**src/rtl/seven_seg_scanner.sv**
```systemverilog
// seven_seg_scanner
//   Multiplexed N-digit 7-segment display driver with per-digit decimal
//   points, leading-zero suppression, PWM brightness, anti-ghosting dead
//   time and tear-free frame latching.
//
// Ports:
//   clk          system clock (only clock)
//   reset        synchronous, active-high reset
//   enable       0 = display off, scan held at its start
//   value        4*DIGITS hex digits, value[3:0] is digit 0 (rightmost)
//   dp           per-digit decimal point, dp[i] belongs to digit i
//   blank_lz     1 = suppress leading zeros
//   brightness   PWM duty level, 0 dimmest, all-ones full
//   seg          segments, seg[0]=a .. seg[6]=g (registered)
//   dp_out       decimal point segment (registered)
//   anode        digit selects, anode[i] drives digit i (registered)
//   frame_start  one-cycle pulse when the digit 0 slot begins
module seven_seg_scanner #(
  parameter int DIGITS           = 2,
  parameter int PRESCALE_BITS    = 12,
  parameter int BRIGHT_BITS      = 3,
  parameter int DEAD_CYCLES      = 2,
  parameter int SEG_ACTIVE_LOW   = 1,
  parameter int ANODE_ACTIVE_LOW = 0
) (
  input  logic                     clk,
  input  logic                     reset,
  input  logic                     enable,
  input  logic [4*DIGITS-1:0]      value,
  input  logic [DIGITS-1:0]        dp,
  input  logic                     blank_lz,
  input  logic [BRIGHT_BITS-1:0]   brightness,
  output logic [6:0]               seg,
  output logic                     dp_out,
  output logic [DIGITS-1:0]        anode,
  output logic                     frame_start
);

  localparam int IDX_W = (DIGITS > 1) ? $clog2(DIGITS) : 1;
  localparam logic [IDX_W-1:0]  LAST_IDX  = IDX_W'(DIGITS - 1);
  localparam logic [6:0]        SEG_OFF   = (SEG_ACTIVE_LOW != 0) ? 7'h7F : 7'h00;
  localparam logic              DP_OFF    = (SEG_ACTIVE_LOW != 0);
  localparam logic [DIGITS-1:0] ANODE_OFF = {DIGITS{ANODE_ACTIVE_LOW != 0}};

  logic [PRESCALE_BITS-1:0] cnt_reg;
  logic [IDX_W-1:0]         idx_reg;
  logic [4*DIGITS-1:0]      val_reg;
  logic [DIGITS-1:0]        dp_reg;
  logic                     blz_reg;

  logic                     latch_now;
  logic [4*DIGITS-1:0]      cur_val;
  logic [DIGITS-1:0]        cur_dp;
  logic                     cur_blz;
  logic [DIGITS-1:0]        digit_nz;
  logic [DIGITS-1:0]        upper_zero;
  logic [3:0]               digit;
  logic                     digit_dp;
  logic                     digit_upper_zero;
  logic [DIGITS-1:0]        onehot;
  logic [6:0]               pattern;
  logic [BRIGHT_BITS-1:0]   sub;
  logic                     lit;
  logic                     blank;

  assign latch_now = enable && (cnt_reg == '0) && (idx_reg == '0);

  // In the latch cycle the digit 0 outputs are produced from the inputs
  // directly, so the first slot of a frame already shows the new data.
  assign cur_val = latch_now ? value    : val_reg;
  assign cur_dp  = latch_now ? dp       : dp_reg;
  assign cur_blz = latch_now ? blank_lz : blz_reg;

  // upper_zero[i] = every digit j >= i is zero.
  genvar gi;
  generate
    for (gi = 0; gi < DIGITS; gi++) begin : g_zero
      assign digit_nz[gi] = |cur_val[4*gi +: 4];
      if (gi == DIGITS - 1) begin : g_top
        assign upper_zero[gi] = ~digit_nz[gi];
      end else begin : g_chain
        assign upper_zero[gi] = ~digit_nz[gi] & upper_zero[gi+1];
      end
    end
  endgenerate

  always_comb begin
    digit            = 4'h0;
    digit_dp         = 1'b0;
    digit_upper_zero = 1'b0;
    onehot           = '0;
    for (int i = 0; i < DIGITS; i++) begin
      if (idx_reg == IDX_W'(i)) begin
        digit            = cur_val[4*i +: 4];
        digit_dp         = cur_dp[i];
        digit_upper_zero = upper_zero[i];
        onehot[i]        = 1'b1;
      end
    end
  end

  always_comb begin
    pattern = 7'h00;
    case (digit)
      4'h0: pattern = 7'h3F;
      4'h1: pattern = 7'h06;
      4'h2: pattern = 7'h5B;
      4'h3: pattern = 7'h4F;
      4'h4: pattern = 7'h66;
      4'h5: pattern = 7'h6D;
      4'h6: pattern = 7'h7D;
      4'h7: pattern = 7'h07;
      4'h8: pattern = 7'h7F;
      4'h9: pattern = 7'h6F;
      4'hA: pattern = 7'h77;
      4'hB: pattern = 7'h7C;
      4'hC: pattern = 7'h39;
      4'hD: pattern = 7'h5E;
      4'hE: pattern = 7'h79;
      default: pattern = 7'h71;
    endcase
  end

  assign blank = cur_blz && (idx_reg != '0) && digit_upper_zero;
  assign sub   = cnt_reg[PRESCALE_BITS-1 -: BRIGHT_BITS];
  // Dead time at the start of each slot hides the seg/idx transition.
  assign lit   = enable && (cnt_reg >= PRESCALE_BITS'(DEAD_CYCLES)) && (sub <= brightness);

  always_ff @(posedge clk) begin
    if (reset) begin
      cnt_reg     <= '0;
      idx_reg     <= '0;
      val_reg     <= '0;
      dp_reg      <= '0;
      blz_reg     <= 1'b0;
      seg         <= SEG_OFF;
      dp_out      <= DP_OFF;
      anode       <= ANODE_OFF;
      frame_start <= 1'b0;
    end else begin
      frame_start <= latch_now;
      if (enable) begin
        cnt_reg <= cnt_reg + 1'b1;
        if (cnt_reg == '1) begin
          idx_reg <= (idx_reg == LAST_IDX) ? '0 : idx_reg + 1'b1;
        end
        if (latch_now) begin
          val_reg <= value;
          dp_reg  <= dp;
          blz_reg <= blank_lz;
        end
        seg    <= blank ? SEG_OFF : (pattern ^ SEG_OFF);
        dp_out <= digit_dp ^ DP_OFF;
        anode  <= lit ? (onehot ^ ANODE_OFF) : ANODE_OFF;
      end else begin
        cnt_reg <= '0;
        idx_reg <= '0;
        seg     <= SEG_OFF;
        dp_out  <= DP_OFF;
        anode   <= ANODE_OFF;
      end
    end
  end

endmodule

```
**config.mk**
```make
export PLATFORM = sky130hd
export DESIGN_NAME = seven_seg_scanner
export DESIGN_NICKNAME = d
export VERILOG_FILES = /design/src/rtl/seven_seg_scanner.sv
export SDC_FILE = /design/constraint.sdc
export NUM_CORES = 1
export LEC_CHECK = 0
export CORE_UTILIZATION = 25
export DETAILED_ROUTE_END_ITERATION = 7
export PLACE_DENSITY = 0.54
export SLEW_MARGIN = 20
export SYNTH_ARGS = -nofsm -noshare
export SYNTH_HDL_FRONTEND = slang
export SYNTH_SLANG_ARGS = --single-unit
```
**constraint.sdc**
```tcl
create_clock -name clk -period 2.6 [get_ports clk]
set_input_delay 0.52 -clock clk [delete_from_list [all_inputs] [get_ports clk]]
set_output_delay 0.52 -clock clk [all_outputs]
set_load 0.02 [all_outputs]
```
==> flow_metrics.py, run 1 <==
metrics = {
    "status": {
        "outcome": "completed",
    },
    "timing": {
        "fin_skew_ns": 0.007421,
        "relSlewSlack": 0.7120,
        "worstMarginPinSlew_ns": 0.4314,
        "max_freq_ghz": 0.3959,
        "setup_ws_ns": 0.07428,
        "fin_crit_ns": 2.526,
        "slew_viol_final": 0,
        "hold_viol_final": 0,
        "setup_violations": 0,
        "fin_setup_tns_ns": 0,
        "fin_crit_sh": 0.9714,
        "whs_ns": 0.4529,
    },
    "critical_path": {
        "startpoint_type": "flip-flop",
        "cpMaxStageDelayCell": "or4_4",
        "cp_slowest_stage_delay_ns": 0.54,
        "setup.worst_path.start": "cnt_reg[2]$_SDFF_PP0_",
        "worstReg2RegEnd": "seg[3]$_SDFF_PP1_",
        "end_kind": "flip-flop",
        "reg2reg_slack_ns": 0.07,
        "cpMostUsedCell": "mux2_4",
        "r2r-start": "cnt_reg[2]$_SDFF_PP0_",
        "critPathKind": "flip-flop to flip-flop",
        "r2r_cells": 10,
        "required_ns": 2.82,
        "crit_path_cell_trace": "or4_4, nor3_4, nand4_2, mux2_4, mux2_4, inv_6, ha_4, o21ai_1, a211oi_1, a31oi_1",
        "crit_arrival_ns": 2.74,
        "crit_fanout": 6,
    },
    "layout": {
        "diodes": 0,
        "largest_reg_flops": 12,
        "stdcell_area_um2": 2360,
        "n_fill_cell": 727,
        "multiInputGateArea_um2": 994.7,
        "drive_above_1_share": 0.1667,
        "synthToLayoutAreaGrowth_pct": 32.17,
        "nNetsFinal": 275,
        "seq_area_um2": 701.9,
    },
    "yosys": {
        "ys_seq_area_frac": 0.3924,
        "yosys_warnings": 0,
        "synth.most_common_cell": "dfxtp_1",
        "synth-main-ff-cell": "dfxtp_1",
        "ys_ff_latch": 35,
        "synthDistinctLibCells": 44,
        "async_flop_share": 0,
        "syn_area_per_cell_um2": 8.752,
        "netlist_top_cells_count": "dfxtp_1, nand2_1, a21oi_1",
        "synth_top_cell_by_area": "dfxtp_1",
        "synth_area_leaders": "dfxtp_1, ha_1, nand2_1",
        "synthDominantCellAreaShare": 0.3924,
        "syn_area_um2": 1785,
        "synth_edf_count": 0,
        "syn_nets": 233,
        "syn_inst": 204,
    },
    "placement": {
        "dp_hpwl_mm": 2.727,
        "port_buffers": 27,
        "postPlaceCellArea_um2": 2251,
        "gp_congestion": 0.7928,
        "place_ws_ns": -0.0001552,
    },
    "clock_tree": {
        "cts_made_buffers": 5,
        "postCtsHoldBufs": 0,
        "clk_transition_reported_paths_ns": 0.07,
        "cts.sinks": 35,
        "htree_levels": 2,
        "cts_root_buf": "clkbuf_8",
        "max-clock-path-buffers": 2,
        "cts_tree": "built",
        "insertion_delay_ns": 0.28,
    },
    "grt": {
        "track_usage": 0.1107,
        "first_global_vias": 1367,
        "grt_max_degree": 16,
        "grt-ovfl-total": 0,
        "grt_pass1_wl_mm": 6.348,
        "antenna_found_initial": 0,
    },
    "drt": {
        "ant_nets": 0,
        "num_vias": 1458,
        "finalWirelength_mm": 3.686,
        "drtPass1Iterations": 4,
        "viasPerCell": 4.263,
        "drtIter0Drc": 85,
        "drc": 0,
        "wl_per_cell_um": 10.78,
    },
    "floorplanning": {
        "die_w_um": 86.51,
        "die-area_um2": 7484,
        "boundaryPins": 28,
        "start_util": 0.2614,
        "fp.dieH_um": 86.51,
        "rows": 30,
        "core_um2": 6832,
    },
    "power_and_ir_drop": {
        "ir_worst_vdd_mv": 0.1563,
        "leakage_uw": 0.0009114,
        "powerDensity_nw_per_um2": 503.1,
    },
    "run": {
        "drv_cap": 0,
    },
    "worst_hold_path": {
        "hold_path.class": "flip-flop to flip-flop",
        "min_delay_path_depth": 2,
        "min_from": "dp_reg[0]$_SDFFE_PP0P_",
        "hold_end": "dp_reg[0]$_SDFFE_PP0P_",
    },
}
metal layers:
layer	GRT usage	vias to the layer above	wire length, µm
met5	0	-	0
met4	0.06364	0	89
met3	0.02667	7	129
met2	0.1580	24	1569
met1	0.1515	649	1899
li1	-	778	-
cells by family (layout without fill, tap and decap cells):
family	after synthesis	after routing	synth area share
buffers and inverters	23	65	0.06588
AOI/OAI and AO/OA	43	43	0.1493
xor gates and xnor gates	7	7	0.03434
muxes	8	8	0.05116
adders and majority gates	12	12	0.08409
DFF	35	35	0.3924
and+or+nand+nor	76	76	0.2228
worst max-delay path: cells and delay by family, from the launching register on:
kind	cells	cell delay [ns]
AOI/OAI and AO/OA	3	0.37
adders and majority gates	1	0.20
buffers and inverters	1	0.09
DFF	1	0.31
muxes	2	0.65
and+or+nand+nor	3	0.84
stage by stage:
stage | util | power (µW) | cells
after floorplan | - | 718.9 | 204
after detailed placement | 0.3295 | 803.5 | 333
final | 0.3454 | 1187 | 342
after CTS | 0.3423 | 1197 | 340
after global routing | 0.3454 | 1253 | 342
after global placement | 0.3295 | 803.8 | 333
layout by cell type, fill, tap and decap left out, drive strengths merged, types with 6 or more instances in the layout:
master and n:
clkbuf 6, nand2 31, clkdlybuf4s50 27, a21oi 18
nand3 6, nor2 14, inv 14, buf 17
ha 12, o21ai 9, dfxtp 35
area by class of cell:
type / instances / share of cell area
clock buffers: 6 / 0.03499
inverters: 14 / 0.02439
multi-input cells: 146 / 0.4215
repair buffers: 44 / 0.1686
flip-flops and latches: 35 / 0.2975
well taps: 96 / 0.05090
clock inverters: 1 / 0.002121
power by group:
part           switching, µW  total (µW)  internal (µW)
Clock                    182         390            208
Sequential              9.64         569            560
Combinational            112         228            116
Total                    304        1190            883
worst max path at each step:
stage | endpoint | cells after the start
2_1_floorplan | seg[4]$_SDFF_PP1_ | 9
3_3_place_gp | seg[4]$_SDFF_PP1_ | 7
3_5_place_dp | seg[4]$_SDFF_PP1_ | 7
4_1_cts | seg[4]$_SDFF_PP1_ | 8
5_1_grt | seg[3]$_SDFF_PP1_ | 10
6_report | seg[3]$_SDFF_PP1_ | 10
timing repair:
item | 4_1_cts | 5_1_grt
buffers inserted | 0 | 2
resized for setup | 0 | 3
endpoints found under the setup margin | 0 | 7
No activity file was read; power rests on OpenSTA's default activity.
==> inputs of run 2 (changes only) <==
PLACE_DENSITY = 0.52   (was 0.54)
clock period = 2.7 ns   (was 2.6 ns; I/O delays follow)
==> run 2 against run 1 <==
Clock power increased by 6.9%. Clock skew decreased by 0.0028 ns. Clock-buffer cell count increased by 2. Cell area decreased by 1.6%. Register-to-register slack improved by 0.02 ns. Wire length increased by 0.62%. Via count decreased by 0.21%. Combinational power decreased by 9.2%. Core utilization decreased by 0.57 points. Sequential cell count unchanged. Total power decreased by 1.2%.
==> flow_metrics.py, run 2 (synthesis results as in run 1) <==
metrics = {
    "timing": {
        "fin_skew_ns": 0.004654,
        "setup_violations": 0,
        "fin_setup_tns_ns": 0,
        "hold_viol_final": 0,
        "max_freq_ghz": 0.3841,
        "slew_viol_final": 0,
        "relSlewSlack": 0.6901,
        "fin_crit_ns": 2.604,
        "fin_crit_sh": 0.9643,
        "worstMarginPinSlew_ns": 0.4634,
        "whs_ns": 0.4526,
        "rsz0062_at_grt": "yes",
    },
    "critical_path": {
        "setup.worst_path.start": "cnt_reg[8]$_SDFF_PP0_",
        "r2r_cells": 8,
        "required_ns": 2.88,
        "startpoint_type": "flip-flop",
        "crit_fanout": 6,
        "end_kind": "flip-flop",
        "reg2reg_slack_ns": 0.1,
        "critPathKind": "flip-flop to flip-flop",
        "r2r-start": "cnt_reg[8]$_SDFF_PP0_",
        "crit_end": "seg[4]$_SDFF_PP1_",
        "crit_arrival_ns": 2.79,
        "worstReg2RegEnd": "seg[4]$_SDFF_PP1_",
    },
    "clock_tree": {
        "clk_transition_reported_paths_ns": 0.07,
        "cts_root_buf": "clkbuf_8",
        "postCtsHoldBufs": 0,
        "cts_made_buffers": 5,
        "insertion_delay_ns": 0.29,
        "cts_resized": 0,
        "cts.sinks": 35,
        "max-clock-path-buffers": 2,
        "htree_levels": 2,
        "cts_setup_buffers": 0,
        "cts_tree": "built",
    },
    "placement": {
        "postPlaceCellArea_um2": 2216,
        "dp_hpwl_mm": 2.742,
        "gp_congestion": 0.7616,
        "port_buffers": 27,
    },
    "drt": {
        "drc": 0,
        "ant_nets": 0,
        "wl_per_cell_um": 10.91,
        "drtPass1Iterations": 4,
        "finalWirelength_mm": 3.709,
        "drtIter0Drc": 73,
        "num_vias": 1455,
        "viasPerCell": 4.279,
    },
    "floorplanning": {
        "core_um2": 6832,
        "die-area_um2": 7484,
        "rows": 30,
        "die_w_um": 86.51,
        "boundaryPins": 28,
        "start_util": 0.2614,
        "fp.dieH_um": 86.51,
    },
    "worst_hold_path": {
        "hold_path.class": "flip-flop to flip-flop",
    },
    "grt": {
        "antenna_found_initial": 0,
        "grt_pass1_wl_mm": 6.334,
        "grt-ovfl-total": 0,
        "grt_max_degree": 16,
        "first_global_vias": 1341,
        "track_usage": 0.1106,
    },
    "power_and_ir_drop": {
        "p_clk_frac": 0.356,
        "intPower_uw": 876.8,
        "ir_worst_vdd_mv": 0.1456,
        "switchingPower_uw": 296.2,
        "pwr-share-seq": 0.468,
        "swShare": 0.2525,
        "powerDensity_nw_per_um2": 505.4,
        "leakage_uw": 0.0008995,
        "combPwrFrac": 0.177,
    },
    "layout": {
        "fin_util": 0.3397,
        "stdcell_area_um2": 2321,
        "final_common_cell": "dfxtp_1",
        "diodes": 0,
        "mostFrequentLayoutCells": "dfxtp_1, nand2_1, clkdlybuf4s50_1, a21oi_1",
        "largest_reg_flops": 12,
        "nNetsFinal": 272,
        "n_fill_cell": 728,
        "multiInputGateArea_um2": 970.9,
        "drive_above_1_share": 0.1475,
        "synthToLayoutAreaGrowth_pct": 29.99,
        "seq_area_um2": 701.9,
    },
    "status": {
        "outcome": "completed",
    },
    "run": {
        "drv_cap": 0,
    },
}
[run 2: critical path, stage by stage (launching register included)]
cell,delay (ns)
dfxtp_2,0.34
or4_4,0.54
nor3_4,0.16
nand4_2,0.15
mux2_4,0.32
mux2_4,0.30
ha_1,0.25
mux2_2,0.27
a21o_1,0.17
[run 2: layout make-up]
type | instances | area share
clock buffers | 8 | 0.04313
inverters | 14 | 0.02264
multi-input cells | 146 | 0.4183
flip-flops and latches | 35 | 0.3024
well taps | 96 | 0.05175
repair buffers | 41 | 0.1617
[run 2: worst min path at each step]
stage	start	end	slack [ns]	cells past startpoint
2_1_floorplan	val_reg[0]$_SDFFE_PP0P_	val_reg[0]$_SDFFE_PP0P_	0.43	2
3_3_place_gp	dp_reg[0]$_SDFFE_PP0P_	dp_reg[0]$_SDFFE_PP0P_	0.44	2
3_5_place_dp	val_reg[1]$_SDFFE_PP0P_	val_reg[1]$_SDFFE_PP0P_	0.45	2
4_1_cts	val_reg[1]$_SDFFE_PP0P_	val_reg[1]$_SDFFE_PP0P_	0.46	2
5_1_grt	val_reg[6]$_SDFFE_PP0P_	val_reg[6]$_SDFFE_PP0P_	0.49	2
6_report	val_reg[1]$_SDFFE_PP0P_	val_reg[1]$_SDFFE_PP0P_	0.45	2
[run 2: per-layer routing]
| metal | global-route usage | up-vias | routed length, µm |
|---|---|---|---|
| met5 | 0 | - | 0 |
| met2 | 0.1631 | 24 | 1590 |
| met1 | 0.1505 | 650 | 1927 |
| met4 | 0.05000 | 0 | 73 |
| met3 | 0.02952 | 6 | 119 |
| li1 | - | 775 | - |
[run 2: through the flow]
step / setup slack (ns) / total power (µW) / cells
floorplan: 0.03524 / 685.0 / 204
global placement: 0.07306 / 765.6 / 332
detailed placement: 0.01595 / 768.4 / 332
CTS: 0.07244 / 1193 / 340
global route: -0.007005 / 1241 / 340
finish: 0.09647 / 1173 / 340
[run 2: power groups by stage]
stage / combinational, µW / clock [µW] / sequential (µW)
global route: 231 / 458 / 551
global placement: 205 / 0 / 560
finish: 207 / 417 / 549
CTS: 208 / 436 / 549
detailed placement: 208 / 0 / 561
floorplan: 112 / 0 / 573
